### config.mk
export PLATFORM = sky130hd
export DESIGN_NAME = pipelined_cla_adder
export DESIGN_NICKNAME = d
export VERILOG_FILES = /design/src/rtl/cla_pkg.sv /design/src/rtl/cla_group_4b.sv /design/src/rtl/pipelined_cla_adder.sv
export SDC_FILE = /design/constraint.sdc
export NUM_CORES = 1
export LEC_CHECK = 0
export ABC_AREA = 1
export CAP_MARGIN = 20
export CORE_MARGIN = 2
export CORE_UTILIZATION = 51
export CTS_CLUSTER_DIAMETER = 80
export DETAILED_ROUTE_END_ITERATION = 10
export PLACE_DENSITY_LB_ADDON = 0.25
export SLEW_MARGIN = 0
export SYNTH_ARGS = -nofsm -noshare
export SYNTH_HDL_FRONTEND = slang
export SYNTH_HIERARCHICAL = 1
export SYNTH_SLANG_ARGS = --single-unit
### constraint.sdc
create_clock -name iClk -period 2.2 [get_ports iClk]
set_clock_uncertainty 0.15 [all_clocks]
set_input_delay 0.22 -clock iClk [delete_from_list [all_inputs] [get_ports iClk]]
set_output_delay 0.22 -clock iClk [all_outputs]
set_load 0.005 [all_outputs]
### src/rtl/cla_pkg.sv
// Shared constants and helpers for the pipelined carry-lookahead adder.
//   GROUP_WIDTH          : width of one lookahead group
//   cla_slice_width()    : bits handled by each pipeline slice
//   cla_groups_per_slice : lookahead groups inside one slice
//   cla_cfg_ok()         : legality of an (ADDER_WIDTH, STAGES) pair
//   cla_stage_ctrl_t     : control half of a stage payload (valid + carry)
package cla_pkg;

  localparam int GROUP_WIDTH = 4;

  function automatic int cla_slice_width(input int adder_width, input int stages);
    return adder_width / stages;
  endfunction

  function automatic int cla_groups_per_slice(input int adder_width, input int stages);
    return adder_width / (stages * GROUP_WIDTH);
  endfunction

  function automatic bit cla_cfg_ok(input int adder_width, input int stages);
    return (stages > 0) && (adder_width > 0) &&
           ((adder_width % (GROUP_WIDTH * stages)) == 0);
  endfunction

  // The data half of the payload depends on ADDER_WIDTH, so it is wrapped
  // around this struct inside the adder module.
  typedef struct packed {
    logic valid;  // stage holds a live transaction
    logic carry;  // carry out of the slice finished in this stage
  } cla_stage_ctrl_t;

endpackage

### src/rtl/cla_group_4b.sv
// Purely combinational 4-bit carry-lookahead group.
//   i_a, i_b : 4-bit operands
//   i_cin    : carry into bit 0
//   o_sum    : 4-bit sum
//   o_g/o_p  : group generate / propagate (independent of i_cin)
//   o_c_msb  : carry into bit 3
//   o_cout   : carry out of bit 3
module cla_group_4b (
  input  logic [3:0] i_a,
  input  logic [3:0] i_b,
  input  logic       i_cin,
  output logic [3:0] o_sum,
  output logic       o_g,
  output logic       o_p,
  output logic       o_c_msb,
  output logic       o_cout
);

  logic [3:0] w_g;
  logic [3:0] w_p;
  logic       w_c1;
  logic       w_c2;
  logic       w_c3;

  assign w_g = i_a & i_b;
  assign w_p = i_a ^ i_b;

  // Every internal carry is a flat sum of products, no ripple.
  assign w_c1 = w_g[0] | (w_p[0] & i_cin);
  assign w_c2 = w_g[1] | (w_p[1] & w_g[0]) | (w_p[1] & w_p[0] & i_cin);
  assign w_c3 = w_g[2] | (w_p[2] & w_g[1]) | (w_p[2] & w_p[1] & w_g[0]) |
                (w_p[2] & w_p[1] & w_p[0] & i_cin);

  assign o_g = w_g[3] | (w_p[3] & w_g[2]) | (w_p[3] & w_p[2] & w_g[1]) |
               (w_p[3] & w_p[2] & w_p[1] & w_g[0]);
  assign o_p = &w_p;

  assign o_sum   = w_p ^ {w_c3, w_c2, w_c1, i_cin};
  assign o_c_msb = w_c3;
  assign o_cout  = o_g | (o_p & i_cin);

endmodule

### src/rtl/pipelined_cla_adder.sv
// Pipelined carry-lookahead adder/subtractor with valid/ready on both sides.
//   iClk, iRstN            : clock (rising edge), async active-low reset
//   iValid/oReady          : input handshake, transfer when both are high
//   iA, iB, iCarryIn, iSub : operands; iSub=1 computes A - B
//   oValid/iReady          : output handshake, transfer when both are high
//   oSum, oCarry           : result and carry out of the MSB
//   oOverflow, oZero       : signed overflow and all-zero result flags
// Handshake: a producer holding valid keeps its data stable until ready is
// seen high in the same cycle; ready may depend combinationally on the
// downstream ready. Latency is STAGES cycles when the output is not stalled.
module pipelined_cla_adder
  import cla_pkg::*;
#(
  parameter int ADDER_WIDTH = 32,
  parameter int STAGES      = 4
) (
  input  logic                   iClk,
  input  logic                   iRstN,
  input  logic                   iValid,
  output logic                   oReady,
  input  logic [ADDER_WIDTH-1:0] iA,
  input  logic [ADDER_WIDTH-1:0] iB,
  input  logic                   iCarryIn,
  input  logic                   iSub,
  output logic                   oValid,
  input  logic                   iReady,
  output logic [ADDER_WIDTH-1:0] oSum,
  output logic                   oCarry,
  output logic                   oOverflow,
  output logic                   oZero
);

  localparam int  SW     = cla_slice_width(ADDER_WIDTH, STAGES);
  localparam int  NG     = cla_groups_per_slice(ADDER_WIDTH, STAGES);
  localparam bit  CFG_OK = cla_cfg_ok(ADDER_WIDTH, STAGES);
  localparam int  LAST   = STAGES - 1;

  if (!CFG_OK) begin : g_bad_cfg
    $error("ADDER_WIDTH must be a multiple of GROUP_WIDTH*STAGES");
  end

  // Finished low sum bits travel with the full operands; each stage only
  // overwrites its own slice of sum.
  typedef struct packed {
    cla_stage_ctrl_t        ctrl;
    logic [ADDER_WIDTH-1:0] sum;
    logic [ADDER_WIDTH-1:0] a;
    logic [ADDER_WIDTH-1:0] b;
  } stage_t;

  stage_t            r_stage [STAGES];
  logic [STAGES-1:0] w_load;
  logic              r_overflow;
  logic              r_zero;

  // A stage loads when empty or when its successor loads, so bubbles are
  // squeezed out even while the head is stalled.
  for (genvar k = 0; k < STAGES; k++) begin : g_load
    if (k == LAST) begin : g_tail
      assign w_load[k] = ~r_stage[k].ctrl.valid | iReady;
    end else begin : g_body
      assign w_load[k] = ~r_stage[k].ctrl.valid | w_load[k+1];
    end
  end

  assign oReady = w_load[0];

  for (genvar k = 0; k < STAGES; k++) begin : g_stage
    stage_t          w_src;
    stage_t          w_next;
    logic [NG:0]     w_gc;
    logic [NG-1:0]   w_gg;
    logic [NG-1:0]   w_gp;
    logic [NG-1:0]   w_gc3;
    logic [NG-1:0]   w_gcout;
    logic [SW-1:0]   w_slice_sum;
    logic            w_unused_grp;

    if (k == 0) begin : g_src_in
      // Subtraction is A + ~B + 1, so the carry-in is forced high.
      always_comb begin
        w_src            = '0;
        w_src.ctrl.valid = iValid;
        w_src.ctrl.carry = iSub | iCarryIn;
        w_src.a          = iA;
        w_src.b          = iSub ? ~iB : iB;
      end
    end else begin : g_src_reg
      assign w_src = r_stage[k-1];
    end

    for (genvar g = 0; g < NG; g++) begin : g_grp
      cla_group_4b u_grp (
        .i_a     (w_src.a[k*SW + g*GROUP_WIDTH +: GROUP_WIDTH]),
        .i_b     (w_src.b[k*SW + g*GROUP_WIDTH +: GROUP_WIDTH]),
        .i_cin   (w_gc[g]),
        .o_sum   (w_slice_sum[g*GROUP_WIDTH +: GROUP_WIDTH]),
        .o_g     (w_gg[g]),
        .o_p     (w_gp[g]),
        .o_c_msb (w_gc3[g]),
        .o_cout  (w_gcout[g])
      );
    end

    // Group carries expanded from group P/G as flat products:
    // c[j] = cin&P[0..j-1] | OR_m G[m]&P[m+1..j-1]
    always_comb begin
      logic v_term;
      v_term  = 1'b0;
      w_gc    = '0;
      w_gc[0] = w_src.ctrl.carry;
      for (int j = 1; j <= NG; j++) begin
        v_term = w_src.ctrl.carry;
        for (int n = 0; n < j; n++) v_term = v_term & w_gp[n];
        w_gc[j] = v_term;
        for (int m = 0; m < j; m++) begin
          v_term = w_gg[m];
          for (int n = m + 1; n < j; n++) v_term = v_term & w_gp[n];
          w_gc[j] = w_gc[j] | v_term;
        end
      end
    end

    // Per-group carry outputs duplicate the lookahead carries.
    assign w_unused_grp = ^{w_gcout, w_gc3};

    always_comb begin
      w_next                      = w_src;
      w_next.sum[k*SW +: SW]      = w_slice_sum;
      w_next.ctrl.carry           = w_gc[NG];
    end

    always_ff @(posedge iClk or negedge iRstN) begin
      if (!iRstN) begin
        r_stage[k] <= '0;
      end else if (w_load[k]) begin
        r_stage[k] <= w_next;
      end
    end

    if (k == LAST) begin : g_flags
      always_ff @(posedge iClk or negedge iRstN) begin
        if (!iRstN) begin
          r_overflow <= 1'b0;
          r_zero     <= 1'b0;
        end else if (w_load[k]) begin
          r_overflow <= w_gc3[NG-1] ^ w_gc[NG];
          r_zero     <= ~|w_next.sum;
        end
      end
    end
  end

  logic w_unused_ops;
  assign w_unused_ops = ^{r_stage[LAST].a, r_stage[LAST].b};

  assign oValid    = r_stage[LAST].ctrl.valid;
  assign oSum      = r_stage[LAST].sum;
  assign oCarry    = r_stage[LAST].ctrl.carry;
  assign oOverflow = r_overflow;
  assign oZero     = r_zero;

endmodule
==> results.md, run 1 <==
* Status: finished with violations
* Failing checks: negative setup slack
* Final min period at 2421 ps
* Startpoint Class: register
* Initial Util at 51.64%
* M2 GR Usage at 30.75%
* M3 GR Usage at 3.672%
* DR WL/cell at 12.95 um
* Fin nets at 1325
* Die height at 138.4 um
* DRT iter0 DRCs at 405
* Hold Fails Final Rpt at 0
* Routed vias at 7097
* Worst-case clock buffer depth at 2
* Initial antenna violation count at 0
* Ports at 107
* CTS sink count at 186
* Post-synth net total at 1183
* Unrepaired setup endpoints after global routing: true
* Chip Width at 138.4 um
* Via/cell ratio at 4.874
* Critical Path RT at 2420 ps
* Worst EP arrival at 2640 ps
* Gr usage total at 19.96%
* PortBufs at 106
* Vias in the first global route at 6642
* Reg clk slew, reported paths at 70 ps
* Die area at 19160 um^2
* Core Util, Final at 65.03%
* Residual DRC at 0
* RePlAce Congestion at 0.8909
* Total gr overflow at 0
* Slew @ Worst Pin at 498.3 ps
* Post-Place Cells at 1404
* Pwr dens at 1078 nW/um^2
* CTS H-Tree Depth at 4
* Largest net degree at the start of global routing at 59
* Layout cell share with drive strength beyond 1 at 15.81%
* Crit path capture type: register
* Global route hottest layer: met2
* Post-synthesis cell count at 1073
* Final instance area at 11600 um^2
* Cell Count, Final, Fillers Out at 1456
* Crit path kind: reg -> reg
* Hold_ws at 101.6 ps
* Hold WC Path Type: in -> async
* DP Worst Slack at -355.2 ps
* Layout overhead on the synthesized area at 25.91%
* Detailed-placement wirelength estimate at 13.04 mm
* Met1 usage at 29.06%
* Post-Route WL at 18.86 mm
* Total CTS buffers at 17
* Max-Slew Margin vs Limit at 66.78%
* First-pass DRT Iterations at 5
* Max-cap violations at 0
* First-pass GRT wire length at 31.51 mm
* Worst setup slack after layout at -220.9 ps
* VDD IR max at 645.5 uV
* Synth warnings at 6
* CTS tree: yes
* Setup-failing EPs final at 3
* Later-pin clock latency in the skew report at 430 ps
* CP Max Fanout at 2
* Max-slew violation count at 0
* Period utilisation layout at 110.0%
* Post-synthesis cell area at 9214 um^2
* F_max at 0.4131 GHz
* Row cnt at 49
* Core area at 17840 um^2
* Cell Area, Placed at 10690 um^2
* Remaining antenna violation count at 0
* Leakage at 0.005810 uW
* Syn avg cell area at 8.587 um^2
* R2r setup slk at -220 ps
* # diodes at 0
* Root Buffer: clkbuf_16
[worst max-delay path: stages (launching register included)]
cell and delay [ps]:
dfrtp_1 410, ha_4 290, nand2_2 60, o21bai_4 170
nand2_2 80, a21o_1 130, buf_4 130, nand4_1 150
buf_4 180, nand3_1 80, nand2_2 80, nor2_2 130
nand3_2 80, nor2_2 110, nand3_1 80, nand2_1 60
[layout make-up]
class,count,area [um^2]
well taps,229,286.5
clock buffers,18,439.2
flip-flops and latches,186,4656
fillers,1471,6240
multi-input cells,711,4011
inverters,135,509.2
repair buffers,164,1580
clock inverters,13,118.9
[where the power goes]
part           switching [uW]  internal, uW
logic                    2430          2230
clock network            1320          1590
registers                 560          4370
total                    4310          8190
[registers in the layout, indices dropped and copies added, names as in the netlist]
register	cells
oCarry	1
oValid	1
g_stage.w_next	147
oSum	32
oZero	1
oOverflow	1
g_stage.w_gc	3
[repair_timing]
| action | CTS | global route |
|---|---|---|
| endpoints found under the hold margin | 186 | 0 |
| hold buffers | 1 | 0 |
| buffers inserted | 6 | 15 |
| endpoints found under the setup margin | 2 | 14 |
| pin swaps | 6 | 21 |
| gates cloned | 0 | 0 |
| resized for setup | 5 | 38 |
[per-layer routing]
layer,routed length (um),vias up
met3,747,21
met2,8714,169
met4,231,0
met1,9167,3282
li1,-,3625
met5,0,-
[per-stage QoR]
step	total power, uW	TNS [ps]
2_1_floorplan	7504	-216.7
3_3_place_gp	8961	-1170
3_5_place_dp	9085	-1510
4_1_cts	12160	-352.3
5_1_grt	13390	-560.1
6_report	12500	-336.8
[final timing paths]
kind	from	end	depth (start not counted)
worst max-delay path	g_stage[3].w_next[27]	oZero	15
worst min register to register	oSum[28]	oSum[28]	2
worst min-delay path	iRstN	oSum[24]	2
worst max register to register	g_stage[3].w_next[27]	oZero	15
min in group iClk	iA[11]	g_stage[1].w_next[43]	3
max in group asynchronous	iRstN	g_stage[2].w_next[66]	3
[layout by cell type (no fill, tap or decap), types with 22 or more instances in the layout]
master / count
a21oi_1: 32
buf_4: 49
clkdlybuf4s50_1: 103
dfrtp_1: 185
ha_1: 22
inv_1: 124
nand2_1: 290
nand2_2: 45
nand3_1: 32
nor2_1: 68
o21ai_0: 100
xnor2_1: 23
No activity file was read; power rests on OpenSTA's default activity.
==> run 2, diff against run 1 <==
--- a/config.mk
+++ b/config.mk
@@ -8,7 +8,7 @@
 export ABC_AREA = 1
 export CAP_MARGIN = 20
 export CORE_MARGIN = 2
-export CORE_UTILIZATION = 51
+export CORE_UTILIZATION = 53
 export CTS_CLUSTER_DIAMETER = 80
 export DETAILED_ROUTE_END_ITERATION = 10
 export PLACE_DENSITY_LB_ADDON = 0.25
==> constraint.sdc (replaced) <==
create_clock -name iClk -period 3.06 [get_ports iClk]
set_clock_uncertainty 0.15 [all_clocks]
set_input_delay 0.306 -clock iClk [delete_from_list [all_inputs] [get_ports iClk]]
set_output_delay 0.306 -clock iClk [all_outputs]
set_load 0.005 [all_outputs]
==> results.md, run 2 (same netlist as run 1, synthesis figures left out) <==
* Total CTS buffers at 17
* CTS H-Tree Depth at 4
* Unrepaired setup endpoints after global routing: false
* Crit path capture type: register
* Vias in the first global route at 6376
* CP max stage cell: dfrtp_1
* Layout cell share with drive strength beyond 1 at 9.214%
* Ports at 107
* Commonest non-fill, non-tap cell in the layout: nand2_1
* Row cnt at 48
* Initial antenna violation count at 0
* R2r setup slk at 590 ps
* Remaining antenna violation count at 0
* Gr usage total at 20.86%
* Fin nets at 1281
* CP Max Fanout at 5
* Hold Fails Final Rpt at 0
* Worst EP arrival at 2690 ps
* Setup TNS at 0 ps
* Hold WC Path Type: in -> reg
* Reg clk slew, reported paths at 70 ps
* Worst R2R Start: g_stage[3].w_next[58]
* Pwr dens at 787.0 nW/um^2
* Slew @ Worst Pin at 675.3 ps
* DR WL/cell at 12.50 um
* Layout overhead on the synthesized area at 20.21%
* First-pass DRT Iterations at 5
* Setup-failing EPs final at 0
* Seq. cell area at 4654 um^2
* CTS sink count at 186
* VDD IR max at 471.8 uV
* Max-cap violations at 0
* F_max at 0.4043 GHz
* Crit path kind: reg -> reg
* Later-pin clock latency in the skew report at 430 ps
* # diodes at 0
* FILL cells at 1454
* DRT iter0 DRCs at 393
* Routed vias at 6798
* RePlAce Congestion at 0.8305
* Max-slew violation count at 0
* Most frequent cells in the layout: nand2_1, dfrtp_1, inv_1, clkdlybuf4s50_1, o21ai_0
* Die area at 18460 um^2
* Max-Slew Margin vs Limit at 54.98%
* DRT met1 WL at 8.759 mm
* R2R depth at 13
* Worst-case clock buffer depth at 2
* Core area at 17120 um^2
* Multi-input gate area at 3789 um^2
* Power Total at 8716 uW
* Post-CTS Hold Fix Bufs at 1
* Final instance area at 11080 um^2
* Crit path to: oZero
* Status: complete, no violations
* Residual DRC at 0
* Startpoint Class: register
* RR Endpoint: oZero
* CTS tree: yes
* Crit-path max cell delay at 390 ps
* Setup Buffers After CTS at 0
* DP Worst Slack at 209.4 ps
* Via/cell ratio at 4.828
* Final min period at 2474 ps
* Chip Width at 135.9 um
* Total gr overflow at 0
* Largest net degree at the start of global routing at 72
* Post-Route WL at 17.60 mm
* Initial Util at 53.83%
* CP dominant cell by count: nand2_1
* Met3 routed WL at 825 um
* Detailed-placement wirelength estimate at 12.67 mm
* First-pass GRT wire length at 30.30 mm
* Leakage at 0.005609 uW
* Die height at 135.9 um
* Post-cts repair resize count at 0
* PortBufs at 106
* Worst Setup SP: g_stage[3].w_next[58]
* Max reg flops at 147
* Period utilisation layout at 80.84%
* Worst setup slack after layout at 586.3 ps
* WL met2 at 7.727 mm
* Root Buffer: clkbuf_16
* Critical Path RT at 3280 ps
* Cell Area, Placed at 10430 um^2
* Critical Path, Cell by Cell: ha_1 > nand2_1 > o21bai_1 > nand2_1 > a21o_1 > inv_1 > fa_1 > xnor2_1 > nor2_1 > nand3_1 > nor2_1 > nand3_1 > nand2_1
* Uppermost layer routed: met4
[run 2: cell count changes in the layout (fill, tap and decap cells not counted), moves of 4 or more]
cell / change
inv_2: -8
ha_1: +10
nand2_1: +9
nand2_2: -8
bufinv_16: +4
buf_4: -39
ha_4: -10
inv_1: +8
clkinvlp_4: -4
[run 2: worst min-delay path by stage]
stage / from / end / cells past startpoint
CTS: iA[14] / g_stage[1].w_next[46] / 3
global placement: iRstN / oSum[24] / 1
detailed placement: iRstN / oSum[24] / 1
finish: iA[14] / g_stage[1].w_next[46] / 3
floorplan: iRstN / g_stage[1].w_gc[0] / 0
global route: iA[26] / g_stage[1].w_next[58] / 3
[run 2: layout make-up]
class / count / area share (%)
clock buffer: 19 / 3.999
clock inverter: 12 / 1.774
inverter: 135 / 4.598
multi-input combinational: 711 / 34.21
sequential: 186 / 42.02
tap: 225 / 2.542
timing repair buffer: 120 / 10.86
[run 2: worst max-delay path: cells and delay by family, from the launching register on]
family,cells,cell delay (ps)
AO/OA/AOI/OAI,2,300
XOR/XNOR,1,150
adder cells (fa/ha/maj),2,730
buffers and inverters,1,60
flip-flops,1,390
AND/OR/NAND/NOR,7,640
[run 2: layer usage]
metal | track usage [%] | vias up
met2 | 31.23 | 150
li1 | - | 3538
met1 | 30.58 | 3087
met5 | 0 | -
met3 | 4.661 | 23
met4 | 6.308 | 0
[run 2: power by group]
group / switching, uW / internal, uW / leakage, uW
clock network: 903 / 1470 / 0.000317
registers: 381 / 3140 / 0.00222
logic: 1550 / 1280 / 0.00307
total: 2830 / 5880 / 0.00561
[run 2: through the flow]
stage          hold slack [ps]  utilization, %  instances
2_1_floorplan           -139.6               -       1073
3_3_place_gp             202.9           60.91       1376
3_5_place_dp             205.8           60.91       1376
4_1_cts                  249.0           64.71       1408
5_1_grt                  264.3           64.71       1408
6_report                 267.3           64.71       1408
==> run 3, diff against run 2 <==
--- a/config.mk
+++ b/config.mk
@@ -8,7 +8,7 @@
 export ABC_AREA = 1
 export CAP_MARGIN = 20
 export CORE_MARGIN = 2
-export CORE_UTILIZATION = 53
+export CORE_UTILIZATION = 51
 export CTS_CLUSTER_DIAMETER = 80
 export DETAILED_ROUTE_END_ITERATION = 10
 export PLACE_DENSITY_LB_ADDON = 0.25
==> constraint.sdc (replaced) <==
create_clock -name iClk -period 2.05 [get_ports iClk]
set_clock_uncertainty 0.15 [all_clocks]
set_input_delay 0.205 -clock iClk [delete_from_list [all_inputs] [get_ports iClk]]
set_output_delay 0.205 -clock iClk [all_outputs]
set_load 0.005 [all_outputs]
==> results.md, run 3 (same netlist as run 1, synthesis figures left out) <==
* Reg clk slew, reported paths at 70 ps
* # diodes at 0
* Max-cap violations at 0
* Worst-case clock buffer depth at 2
* Startpoint Class: register
* Max-Slew Margin vs Limit at 66.40%
* Max-slew violation count at 0
* Ports at 107
* CTS H-Tree Depth at 4
* Internal at 9242 uW
* Remaining antenna violation count at 0
* Crit path kind: reg -> reg
* Total gr overflow at 0
* Met3 routed WL at 627 um
* Leakage at 0.006022 uW
* Status: finished with violations
* Period utilisation layout at 115.4%
* CTS tree: yes
* CP Max Fanout at 3
* Via/cell ratio at 4.869
* Die area at 19160 um^2
* First-pass GRT wire length at 32.31 mm
* Unrepaired setup endpoints after global routing: true
* Crit path capture type: register
* Core area at 17840 um^2
* Clock Power Share at 24.3%
* Setup-failing EPs final at 8
* Failing checks: negative setup slack
* PortBufs at 106
* Row cnt at 49
* NetSw at 4736 uW
* Logic pwr share at 37.9%
* F_max at 0.4225 GHz
* Die height at 138.4 um
* Layout cell share with drive strength beyond 1 at 18.69%
* Initial antenna violation count at 0
* Power Total at 13980 uW
* Initial Util at 51.64%
* CTS sink count at 186
* Total CTS buffers at 17
* Detailed-placement wirelength estimate at 13.15 mm
* Slew @ Worst Pin at 504.0 ps
* Vias in the first global route at 6838
* Commonest non-fill, non-tap cell in the layout: nand2_1
* Residual DRC at 0
* Uppermost layer routed: met4
* Sw Share at 33.88%
* VDD IR max at 712.8 uV
* Gr usage total at 20.63%
* Hold Fails Final Rpt at 0
* DP Worst Slack at -494.5 ps
* Core Util, Final at 66.80%
* Max reg flops at 147
* Worst setup slack after layout at -316.7 ps
* Pwr dens at 1173 nW/um^2
* DRT met1 WL at 9.395 mm
* DR WL/cell at 13.09 um
* Later-pin clock latency in the skew report at 440 ps
* RePlAce Congestion at 0.8794
* Routed vias at 7211
* Post-Route WL at 19.39 mm
* Fin nets at 1349
* Chip Width at 138.4 um
* Root Buffer: clkbuf_16
* WL met2 at 9.143 mm
* Hold WC Path Type: in -> async
* Final min period at 2367 ps
* DRT iter0 DRCs at 493
* Critical Path RT at 2270 ps
* Worst EP arrival at 2590 ps
* FILL cells at 1441
* Layout overhead on the synthesized area at 29.35%
* Largest net degree at the start of global routing at 65
* Most frequent cells in the layout: nand2_1, dfrtp_1, inv_1, clkdlybuf4s50_1, o21ai_0
* First-pass DRT Iterations at 7
* Reg power frac at 37.8%
* Cell Area, Placed at 10830 um^2
* Final instance area at 11920 um^2
## run 3: cell types whose count changed in the layout (fill, tap and decap cells not counted), moves of 5 or more
cell,change
nand2_2,+13
o21ai_1,+5
o21ai_0,-5
nand2_1,-18
clkdlybuf4s50_1,-5
dlymetal6s2s_1,+5
inv_1,-12
buf_12,+5
nand2_4,+5
ha_4,+9
buf_4,+62
ha_1,-9
inv_2,+11
## run 3: area by class of cell
cell class	instances	area, um^2	area share, %
Clock buffer	20	446.7	3.748
Clock inverter	12	162.7	1.365
Inverter	135	511.7	4.294
Multi-Input combinational cell	711	4064	34.10
Sequential cell	186	4654	39.06
Tap cell	229	286.5	2.404
Timing Repair Buffer	188	1792	15.03
## run 3: worst paths after layout
path | cells past startpoint | end | slack [ps] | startpoint
worst min-delay path | 2 | g_stage[2].w_next[56] | 70 | iRstN
worst max-delay path | 13 | oZero | -320 | g_stage[3].w_next[27]
max in group asynchronous | 3 | g_stage[2].w_next[52] | 1060 | iRstN
worst max register to register | 13 | oZero | -320 | g_stage[3].w_next[27]
min in group iClk | 3 | g_stage[1].w_next[61] | 150 | iA[29]
worst min register to register | 2 | g_stage[1].w_next[59] | 320 | g_stage[1].w_next[59]
## run 3: per-layer routing
layer  global-route usage [%]  vias up
met3                    3.914       20
li1                         -     3667
met4                    5.532        0
met1                    29.17     3380
met5                        0        -
met2                    33.06      144
## run 3: what timing repair did
action                                  CTS  global route
pin swaps                                15            36
endpoints found under the hold margin   186             0
endpoints found under the setup margin   11            20
resized for setup                        17            50
hold buffers                              1             0
buffers inserted                         19            14
## run 3: power by group through the flow
stage | Sequential, uW | Combinational (uW) | Clock (uW)
after floorplan | 5230 | 2840 | 0
after global placement | 5300 | 4450 | 0
after detailed placement | 5330 | 4560 | 0
after CTS | 5280 | 4900 | 3450
after global routing | 5420 | 5940 | 3590
final | 5290 | 5300 | 3390
## run 3: metrics by stage
step                hold slack (ps)  cells  TNS [ps]
floorplan                    -240.6   1073    -710.9
global placement             -35.32   1419     -1996
detailed placement           -36.22   1419     -2501
CTS                           67.82   1471    -824.5
global route                  106.6   1481     -1880
finish                        74.78   1481    -941.9
## run 3: worst max-delay path: stages (launching register included)
cell	delay [ps]
dfrtp_1	420
ha_4	290
nand2_2	60
o21bai_1	150
nand2_1	80
a21o_1	140
inv_2	50
fa_2	520
inv_2	40
nor2_2	100
nand3_2	70
nor2_2	110
nand3_1	80
nand2_1	60
